`src/rtl/mips_hazard_pkg.sv`:
```
// mips_hazard_pkg: shared select encodings, FSM states and pipeline slot type
// for the forward/hazard unit.
package mips_hazard_pkg;
   localparam int NREG_BITS = 5;
   localparam logic [1:0] FWD_REGFILE = 2'd0;
   localparam logic [1:0] FWD_MEMWB   = 2'd1;
   localparam logic [1:0] FWD_EXMEM   = 2'd2;
   typedef enum logic {HZ_RUN, HZ_STALL} hz_state_t;
   typedef struct packed {
      logic [NREG_BITS-1:0] rs;
      logic [NREG_BITS-1:0] rt;
      logic [NREG_BITS-1:0] dest;
      logic                 regwrite;
      logic                 memread;
   } slot_t;
endpackage

```
`src/rtl/forward_hazard_unit_if.sv`:
```
// forward_hazard_unit_if: ID-stage inputs and EX-mux/hazard outputs of the unit.
// HAZARD_STATS_EN adds the stall/flush statistic counters.
interface forward_hazard_unit_if;
   import mips_hazard_pkg::*;
   logic [NREG_BITS-1:0] ID_Rs;
   logic [NREG_BITS-1:0] ID_Rt;
   logic [NREG_BITS-1:0] ID_Dest;
   logic                 ID_RegWrite;
   logic                 ID_MemRead;
   logic                 Branch_Taken;
   logic [1:0]           Forward_A;
   logic [1:0]           Forward_B;
   logic                 Stall;
   logic                 Bubble;
   logic                 Flush;
`ifdef HAZARD_STATS_EN
   logic [31:0]          Stall_Count;
   logic [31:0]          Flush_Count;
   modport master (output ID_Rs, ID_Rt, ID_Dest, ID_RegWrite, ID_MemRead, Branch_Taken,
                   input Forward_A, Forward_B, Stall, Bubble, Flush, Stall_Count, Flush_Count);
   modport slave (input ID_Rs, ID_Rt, ID_Dest, ID_RegWrite, ID_MemRead, Branch_Taken,
                  output Forward_A, Forward_B, Stall, Bubble, Flush, Stall_Count, Flush_Count);
`else
   modport master (output ID_Rs, ID_Rt, ID_Dest, ID_RegWrite, ID_MemRead, Branch_Taken,
                   input Forward_A, Forward_B, Stall, Bubble, Flush);
   modport slave (input ID_Rs, ID_Rt, ID_Dest, ID_RegWrite, ID_MemRead, Branch_Taken,
                  output Forward_A, Forward_B, Stall, Bubble, Flush);
`endif
endinterface

```
`src/rtl/forward_select.sv`:
```
// forward_select: picks the EX operand source for one source register from the
// MEM and WB slots; the nearer (MEM) producer wins, $0 is never forwarded.
module forward_select
   import mips_hazard_pkg::*;
(
   input  logic [NREG_BITS-1:0] src,
   input  slot_t                mem,
   input  slot_t                wb,
   output logic [1:0]           sel
);
   logic unused_fields;
   assign unused_fields = ^{mem.rs, mem.rt, mem.memread, wb.rs, wb.rt, wb.memread};
   assign sel = (mem.regwrite && mem.dest == src && mem.dest != '0) ? FWD_EXMEM
              : (wb.regwrite && wb.dest == src && wb.dest != '0)    ? FWD_MEMWB
              : FWD_REGFILE;
endmodule

```
`src/rtl/forward_hazard_unit.sv`:
```
// forward_hazard_unit: EX operand forwarding selects, load-use stall/bubble and
// branch flush. HAZARD_STATS_EN adds 32-bit stall/flush cycle counters.
module forward_hazard_unit
   import mips_hazard_pkg::*;
#(
   parameter int LOAD_USE_BUBBLES = 1
)(
   input  logic                  clk,
   input  logic                  reset,
   forward_hazard_unit_if.slave  hz
);
   localparam logic [1:0] CNT_INIT = 2'(LOAD_USE_BUBBLES - 1);
   slot_t     ex, mem, wb;
   hz_state_t state;
   logic [1:0] cnt;
   logic       hit, bt;
   forward_select u_sel_a (.src(ex.rs), .mem(mem), .wb(wb), .sel(hz.Forward_A));
   forward_select u_sel_b (.src(ex.rt), .mem(mem), .wb(wb), .sel(hz.Forward_B));
   // Mealy hazard outputs; a taken branch always overrides a stall
   assign bt        = hz.Branch_Taken && reset;
   assign hit       = ex.memread && ex.dest != '0 && (ex.dest == hz.ID_Rs || ex.dest == hz.ID_Rt);
   assign hz.Flush  = bt;
   assign hz.Stall  = !bt && (state == HZ_STALL || hit);
   assign hz.Bubble = bt || hz.Stall;
   always_ff @(posedge clk or negedge reset)
      if (!reset) begin
         ex    <= '0;
         mem   <= '0;
         wb    <= '0;
         state <= HZ_RUN;
         cnt   <= '0;
      end else begin
         ex  <= hz.Bubble ? '0 : {hz.ID_Rs, hz.ID_Rt, hz.ID_Dest, hz.ID_RegWrite, hz.ID_MemRead};
         mem <= ex;
         wb  <= mem;
         if (bt) begin
            state <= HZ_RUN;
            cnt   <= '0;
         end else if (state == HZ_RUN) begin
            if (hit) begin
               cnt   <= CNT_INIT;
               state <= (CNT_INIT != 2'd0) ? HZ_STALL : HZ_RUN;
            end
         end else begin
            cnt   <= cnt - 2'd1;
            state <= (cnt == 2'd1) ? HZ_RUN : HZ_STALL;
         end
      end
`ifdef HAZARD_STATS_EN
   logic [31:0] stall_count, flush_count;
   always_ff @(posedge clk or negedge reset)
      if (!reset) begin
         stall_count <= '0;
         flush_count <= '0;
      end else begin
         stall_count <= stall_count + 32'(hz.Stall);
         flush_count <= flush_count + 32'(hz.Flush);
      end
   assign hz.Stall_Count = stall_count;
   assign hz.Flush_Count = flush_count;
`endif
endmodule

```
`src/flat_wrapper.sv`:
```
// flat-port wrapper written by rule: the top's interface ports become plain ports
module forward_hazard_unit_flat import mips_hazard_pkg::*;
#(
   parameter int LOAD_USE_BUBBLES = 1
)
  (clk, reset, hz_ID_Rs, hz_ID_Rt, hz_ID_Dest, hz_ID_RegWrite, hz_ID_MemRead, hz_Branch_Taken, hz_Forward_A, hz_Forward_B, hz_Stall, hz_Bubble, hz_Flush);
  forward_hazard_unit_if hz_i ();
  input  logic clk;
  input  logic reset;
  input wire logic [$bits(hz_i.ID_Rs)-1:0] hz_ID_Rs;
  input wire logic [$bits(hz_i.ID_Rt)-1:0] hz_ID_Rt;
  input wire logic [$bits(hz_i.ID_Dest)-1:0] hz_ID_Dest;
  input wire logic [$bits(hz_i.ID_RegWrite)-1:0] hz_ID_RegWrite;
  input wire logic [$bits(hz_i.ID_MemRead)-1:0] hz_ID_MemRead;
  input wire logic [$bits(hz_i.Branch_Taken)-1:0] hz_Branch_Taken;
  output wire logic [$bits(hz_i.Forward_A)-1:0] hz_Forward_A;
  output wire logic [$bits(hz_i.Forward_B)-1:0] hz_Forward_B;
  output wire logic [$bits(hz_i.Stall)-1:0] hz_Stall;
  output wire logic [$bits(hz_i.Bubble)-1:0] hz_Bubble;
  output wire logic [$bits(hz_i.Flush)-1:0] hz_Flush;
  assign hz_i.ID_Rs = hz_ID_Rs;
  assign hz_i.ID_Rt = hz_ID_Rt;
  assign hz_i.ID_Dest = hz_ID_Dest;
  assign hz_i.ID_RegWrite = hz_ID_RegWrite;
  assign hz_i.ID_MemRead = hz_ID_MemRead;
  assign hz_i.Branch_Taken = hz_Branch_Taken;
  assign hz_Forward_A = hz_i.Forward_A;
  assign hz_Forward_B = hz_i.Forward_B;
  assign hz_Stall = hz_i.Stall;
  assign hz_Bubble = hz_i.Bubble;
  assign hz_Flush = hz_i.Flush;
  forward_hazard_unit #(.LOAD_USE_BUBBLES(LOAD_USE_BUBBLES)) u_core (.clk(clk), .reset(reset), .hz(hz_i));
endmodule
```
`config.mk`:
```
export PLATFORM = sky130hd
export DESIGN_NAME = forward_hazard_unit_flat
export DESIGN_NICKNAME = d
export VERILOG_FILES = /design/src/rtl/mips_hazard_pkg.sv /design/src/rtl/forward_hazard_unit_if.sv /design/src/rtl/forward_select.sv /design/src/rtl/forward_hazard_unit.sv /design/src/flat_wrapper.sv
export SDC_FILE = /design/constraint.sdc
export NUM_CORES = 1
export LEC_CHECK = 0
export ABC_CLOCK_PERIOD_IN_PS = 1600
export BUFFER_PORTS_ARGS = -buffer_cell sky130_fd_sc_hd__buf_4
export CAP_MARGIN = 20
export CORE_MARGIN = 4
export CORE_UTILIZATION = 49
export DETAILED_ROUTE_END_ITERATION = 10
export PLACE_DENSITY_LB_ADDON = 0.08
export RECOVER_POWER = 100
export SLEW_MARGIN = 20
export SYNTH_ARGS = -nofsm -noshare
export SYNTH_HDL_FRONTEND = slang
export SYNTH_SLANG_ARGS = --single-unit
```
`constraint.sdc`:
```
create_clock -name clk -period 1.6 [get_ports clk]
set_clock_uncertainty 0.05 [all_clocks]
set_input_delay 0.24 -clock clk [delete_from_list [all_inputs] [get_ports clk]]
set_output_delay 0.24 -clock clk [all_outputs]
set_load 0.03 [all_outputs]
```
==> results of run 1 <==
worst max-delay path by stage:
stage                        from              end  slack (ns)  cells after the start
floorplan           u_core.mem[3]  hz_Forward_A[0]       -0.30                      4
detailed placement   u_core.wb[2]  hz_Forward_B[0]       -0.39                      5
global placement     u_core.wb[2]  hz_Forward_B[0]       -0.29                      5
finish               u_core.wb[2]  hz_Forward_A[0]       -0.67                      5
global route         u_core.wb[2]  hz_Forward_A[0]       -0.76                      5
CTS                  u_core.wb[2]  hz_Forward_A[0]       -0.69                      5
placed cells by master (no fill, tap or decap), types with 4 or more instances in the layout:
master    Yosys  routed
buf_4         0      32
buf_6         2       9
clkbuf_1      2       8
clkbuf_4      0       6
dfrtp_1      32      32
nor4_4        0       4
o211a_1      17      17
or4_4         0       4
xnor2_1       6       4
xor2_1       25      25
per-stage QoR:
step / hold WS, ns / setup TNS [ns] / utilization [%] / total power [uW] / setup WS (ns)
final: 0.0871 / -7.19 / 76.1 / 1830 / -0.667
after global routing: 0.0816 / -8.95 / 76.1 / 1940 / -0.760
after CTS: 0.0746 / -6.95 / 75.9 / 1840 / -0.688
after detailed placement: 0.248 / -6.29 / 67.3 / 1340 / -0.388
after global placement: 0.245 / -5.39 / 67.3 / 1320 / -0.285
after floorplan: -0.106 / -1.07 / - / 1170 / -0.295
cells by family (layout without fill, tap and decap cells):
group                      Yosys count  after routing  synth area share [%]
and+or+nand+nor                     20             20                  8.19
buffers and inverters               10             66                  3.72
adders and majority gates            1              1                 0.827
xor gates and xnor gates            31             31                  17.9
DFF                                 32             32                  52.9
AOI/OAI and AO/OA                   26             26                  16.4
sequential cells by signal (all words and copies together) (netlist names):
register      cells
u_core.mem        6
u_core.ex        17
u_core.cnt        2
u_core.state      1
u_core.wb         6
what timing repair did:
action | CTS | global route
endpoints found under the setup margin | 25 | 25
hold buffers | 1 | 0
cloned | 2 | 0
hold endpoints to repair | 32 | 0
resized for setup | 23 | 11
setup buffers | 5 | 3
pin swaps | 8 | 6
worst max-delay path, delay by kind of cell, from the launching register on:
kind | cells | cell delay (ns)
xor gates and xnor gates | 1 | 0.14
buffers and inverters | 2 | 0.34
and+or+nand+nor | 2 | 0.76
DFF | 1 | 0.41
metal layers:
metal	global-route usage [%]	part of all wire [%]	wire, um	up-vias
met3	3.91	2.3	85	9
met5	0	0	0	-
met1	21.4	37	1340	571
li1	-	-	-	544
met4	9.97	2.3	85	0
met2	38.9	58	2110	23
final cells by class:
class,instances,area [um^2],area share [%]
Clock buffer,6,41.3,1.90
Tap cell,31,38.8,1.79
Inverter,4,17.5,0.807
Timing Repair Buffer,55,480,22.1
Multi-Input combinational cell,78,786,36.2
Clock inverter,1,5.00,0.231
Sequential cell,32,801,36.9
report_power, final:
group	leakage [uW]	switching, uW	internal, uW
Clock	0.0000281	242	161
Sequential	0.000397	61.2	875
Combinational	0.000667	238	254
==> metrics.md, run 1 <==
| Metric | Value |
|---|---|
| Post-synth top flop | `dfrtp_1` |
| Die W | `63.6 um` |
| Worst Hold Depth | `2` |
| Final cell count without fillers | `207` |
| Worst Tran Pin Value | `0.757 ns` |
| CP arrival | `1.98 ns` |
| Largest net degree at the start of global routing | `33` |
| Final hold violation count | `0` |
| Placed cell areas | `1920 um^2` |
| CP Class | `register to output pin` |
| Required @ worst endpoint | `1.31 ns` |
| All-Layer GR Usage | `20.6%` |
| Drt wl/cell | `17.5 um` |
| Post-synth cell types | `26` |
| # rows | `19` |
| Cell taking the most area after synthesis | `dfrtp_1` |
| Max cap viols | `0` |
| Core box area | `2850 um^2` |
| Drt first pass iters | `4` |
| Gpl congestion | `0.810` |
| Gr ovfl total | `0` |
| First-pass GRT wire length | `6250 um` |
| Worst-path maximum fanout | `3` |
| Total number of vias | `1,147` |
| Starting DRT DRC Count | `25` |
| Antenna Cells | `0` |
| Worst Hold Endpoint | `u_core.ex[1]` |
| Cts bufs inserted | `5` |
| Setup ws final | `-0.667 ns` |
| Root buffer cell | `clkbuf_4` |
| Period utilization | `142%` |
| Worst skew pair latency | `0.33 ns` |
| Worst hold start | `hz_ID_RegWrite` |
| Synthesized flop and latch total | `32` |
| Via density | `5.54` |
| Layout cell share with drive strength beyond 1 | `40.9%` |
| Worst min path class | `input pin to register` |
| Total clock sinks | `32` |
| Critical path's slowest cell | `or4_4` |
| Clock transition at path regs | `0.09 ns` |
| Most common cell in the synthesized netlist | `dfrtp_1` |
| Area contributors post-synth | `dfrtp_1, xor2_1, o211a_1` |
| CTS Buffer Depth | `2` |
| Post-synth top area share | `52.9%` |
| Die area | `4040 um^2` |
| FILL cells | `210` |
| Fin crit period | `2.27 ns` |
| Post-Syn Area | `1510 um^2` |
| Max stage delay on crit path | `0.49 ns` |
| Post-Syn Area per Cell | `12.6 um^2` |
| Gate Count Post-Synth | `120` |
| Worst reg-to-reg path cell count | `5` |
| Failing checks | `negative setup slack` |
| LEAKAGE | `0.00109 uW` |
| DRC errors left | `0` |
| Critical R2R Launch | `u_core.ex[5]` |
| Initial antenna violation count | `0` |
| Slew Limit Headroom | `49.6%` |
| Sequential area share after synthesis | `52.9%` |
| Syn-to-layout area delta | `43.4%` |
| DRT antenna net count | `0` |
| CP Launch Type | `register` |
| DIE HEIGHT | `63.6 um` |
| Yosys warning total | `0` |
| Most Frequent Cell on Critical Path | `buf_4` |
| Post-synth net total | `141` |
| Reg-to-Reg End | `u_core.cnt[1]` |
| Setup slack, reg-to-reg | `-0.27 ns` |
| Nets | `197` |
| Initial Utilization | `53.0%` |
| Peak Freq | `0.441 GHz` |
| DP HPWL | `2500 um` |
| RSZ-0062 raised after global routing | `yes` |
| Buffers on Ports | `26` |
| Post-synth EDFFs | `0` |
| Number of global-route vias before repair | `1,326` |
| Inst Count DP | `192` |
| Setup violators final | `25` |
| TritonCTS clock tree | `done` |
| Commonest cells in the netlist | `dfrtp_1, xor2_1, o211a_1` |
| Worst setup EP type | `output pin` |
| Max-slew violations | `0` |
| Async set-or-reset flop fraction in the synthesized netlist | `100%` |
| H-tree levels | `2` |
| Worst VDD drop | `0.000635 V` |
| Ordered cell list for the critical path | `buf_4 -> xor2_1 -> or4_4 -> nor4_4 -> buf_4` |
| Pwr Density | `844 nW/um^2` |
| Post-Route WL | `3620 um` |
| Status | `complete, but fails checks` |
| I/O pin count | `27` |
| Post-route design area | `2170 um^2` |
Power figures use the tool's default switching activity.
==> run 2, diff against run 1 <==
--- a/config.mk
+++ b/config.mk
@@ -5,11 +5,11 @@
 export SDC_FILE = /design/constraint.sdc
 export NUM_CORES = 1
 export LEC_CHECK = 0
-export ABC_CLOCK_PERIOD_IN_PS = 1600
+export ABC_CLOCK_PERIOD_IN_PS = 2100
 export BUFFER_PORTS_ARGS = -buffer_cell sky130_fd_sc_hd__buf_4
 export CAP_MARGIN = 20
-export CORE_MARGIN = 4
-export CORE_UTILIZATION = 49
+export CORE_MARGIN = 10
+export CORE_UTILIZATION = 54
 export DETAILED_ROUTE_END_ITERATION = 10
 export PLACE_DENSITY_LB_ADDON = 0.08
 export RECOVER_POWER = 100
==> constraint.sdc (replaced) <==
create_clock -name clk -period 2.1 [get_ports clk]
set_clock_uncertainty 0.05 [all_clocks]
set_input_delay 0.315 -clock clk [delete_from_list [all_inputs] [get_ports clk]]
set_output_delay 0.315 -clock clk [all_outputs]
set_load 0.03 [all_outputs]
==> metrics.md, run 2 (synthesis results as in run 1) <==
| Metric | Value |
|---|---|
| Status | `complete, but fails checks` |
| Failing checks | `negative setup slack` |
| Number of global-route vias before repair | `1,259` |
| First-pass GRT wire length | `5800 um` |
| Largest reg by FF count | `u_core.ex` |
| Die W | `72.9 um` |
| DRT antenna net count | `0` |
| TritonCTS clock tree | `done` |
| Required @ worst endpoint | `1.74 ns` |
| Starting DRT DRC Count | `31` |
| CP bufs+invs | `2` |
| CTS Buffer Depth | `2` |
| Slew Limit Headroom | `48.4%` |
| Worst setup EP type | `output pin` |
| Worst min path class | `input pin to register` |
| Critical R2R Launch | `u_core.ex[6]` |
| Final hold slack | `0.156 ns` |
| DP HPWL | `2500 um` |
| Nets | `187` |
| Worst hold start | `hz_ID_Dest[1]` |
| Via density | `5.66` |
| H-tree levels | `2` |
| RSZ-0062 raised after global routing | `yes` |
| Final Power | `1550 uW` |
| Root buffer cell | `clkbuf_4` |
| CP Class | `register to output pin` |
| Post-Route WL | `3630 um` |
| Worst VDD drop | `0.000736 V` |
| Worst Tran Pin Value | `0.774 ns` |
| Max reg flops | `17` |
| Final core occ | `75.8%` |
| Drt wl/cell | `18.3 um` |
| LEAKAGE | `0.00103 uW` |
| Largest net degree at the start of global routing | `33` |
| Total clock sinks | `32` |
| Drt first pass iters | `4` |
| Setup violators final | `6` |
| DRC errors left | `0` |
| Pwr Density | `752 nW/um^2` |
| Worst-path maximum fanout | `2` |
| CP arrival | `1.94 ns` |
| Peak Freq | `0.434 GHz` |
| Syn-to-layout area delta | `35.8%` |
| Critical path's slowest cell | `or4_4` |
| Die area | `5320 um^2` |
| Gr ovfl total | `0` |
| Final hold violation count | `0` |
| DIE HEIGHT | `72.9 um` |
| Fin crit period | `2.30 ns` |
| Cts bufs inserted | `5` |
| Ordered cell list for the critical path | `or4_4 -> o21ai_4 -> buf_6 -> nor4_4 -> nor4_4 -> buf_6` |
| Setup ws final | `-0.202 ns` |
| I/O pin count | `27` |
| CP Launch Type | `register` |
| Period utilization | `110%` |
| Most frequent cells in the layout | `dfrtp_1, buf_4, xor2_1, o211a_1, buf_6` |
| Max cap viols | `0` |
| Largest regs | `u_core.ex (17), u_core.mem (6), u_core.wb (6)` |
| Antenna Cells | `0` |
| # rows | `19` |
| TNS Setup | `-0.632 ns` |
| Clock transition at path regs | `0.09 ns` |
| Worst setup path start | `u_core.mem[5]` |
| Most common cell after layout, fill and taps aside | `dfrtp_1` |
| All-Layer GR Usage | `14.1%` |
| Layout cell share with drive strength beyond 1 | `38.9%` |
| Largest delay share family, worst path | `simple AND/OR/NAND/NOR gates` |
| Max stage delay on crit path | `0.55 ns` |
| Total number of vias | `1,121` |
| Gpl congestion | `0.766` |
| Worst skew pair latency | `0.33 ns` |
| Initial antenna violation count | `0` |
| Max-slew violations | `0` |
| FILL cells | `204` |
| DP Worst Slack | `0.0843 ns` |
| Buffers on Ports | `26` |
| Initial Utilization | `55.8%` |
| Core box area | `2710 um^2` |
[run 2: worst paths after layout]
check                                        to  cells after the start  slack, ns
worst max-delay path            hz_Forward_B[0]                      6      -0.20
worst min register to register    u_core.mem[1]                      0       0.31
worst max register to register    u_core.ex[10]                      5       0.15
worst min-delay path               u_core.ex[3]                      2       0.16
max in group asynchronous          u_core.ex[6]                      3       0.80
min in group asynchronous          u_core.state                      3       0.66
[run 2: metrics by stage]
stage                     std cells  cell area [um^2]
final                           198              2050
after global routing            198              2050
after CTS                       197              2040
after detailed placement        177              1790
after global placement          177              1790
after floorplan                 120              1550
[run 2: layout make-up]
type	count	area, um^2	share of cell area [%]
timing repair buffer	45	345	16.8
clock inverter	1	30.0	1.46
sequential	32	802	39.0
multi-input combinational	78	757	36.8
inverter	4	16.3	0.792
tap	31	38.8	1.89
clock buffer	7	65.1	3.17
[run 2: metal layers]
layer / vias up / wire length, um / share of wire, % / track usage (%)
met5: - / 0 / 0 / 0
met4: 0 / 36 / 0.99 / 6.12
met3: 6 / 174 / 4.8 / 4.22
met2: 32 / 2090 / 58 / 26.4
met1: 558 / 1330 / 37 / 13.9
li1: 525 / - / - / -
[run 2: what timing repair did]
item,4_1_cts,5_1_grt
endpoints found under the hold margin,32,0
setup buffers,11,1
resized for setup,14,9
hold buffers,1,0
endpoints found under the setup margin,6,6
cloned,0,0
pin swaps,8,6
[run 2: worst reg2reg max path, cell delays in order, from the launching register on]
cell	delay, ns
dfrtp_2	0.45
or4_4	0.53
o21a_1	0.21
clkinv_2	0.09
clkbuf_2	0.35
o211a_1	0.21
[run 2: power breakdown]
part / internal (uW) / total, uW / switching (uW)
clock: 316 / 516 / 201
sequential: 667 / 714 / 47.0
combinational: 150 / 315 / 164
total: 1130 / 1550 / 412
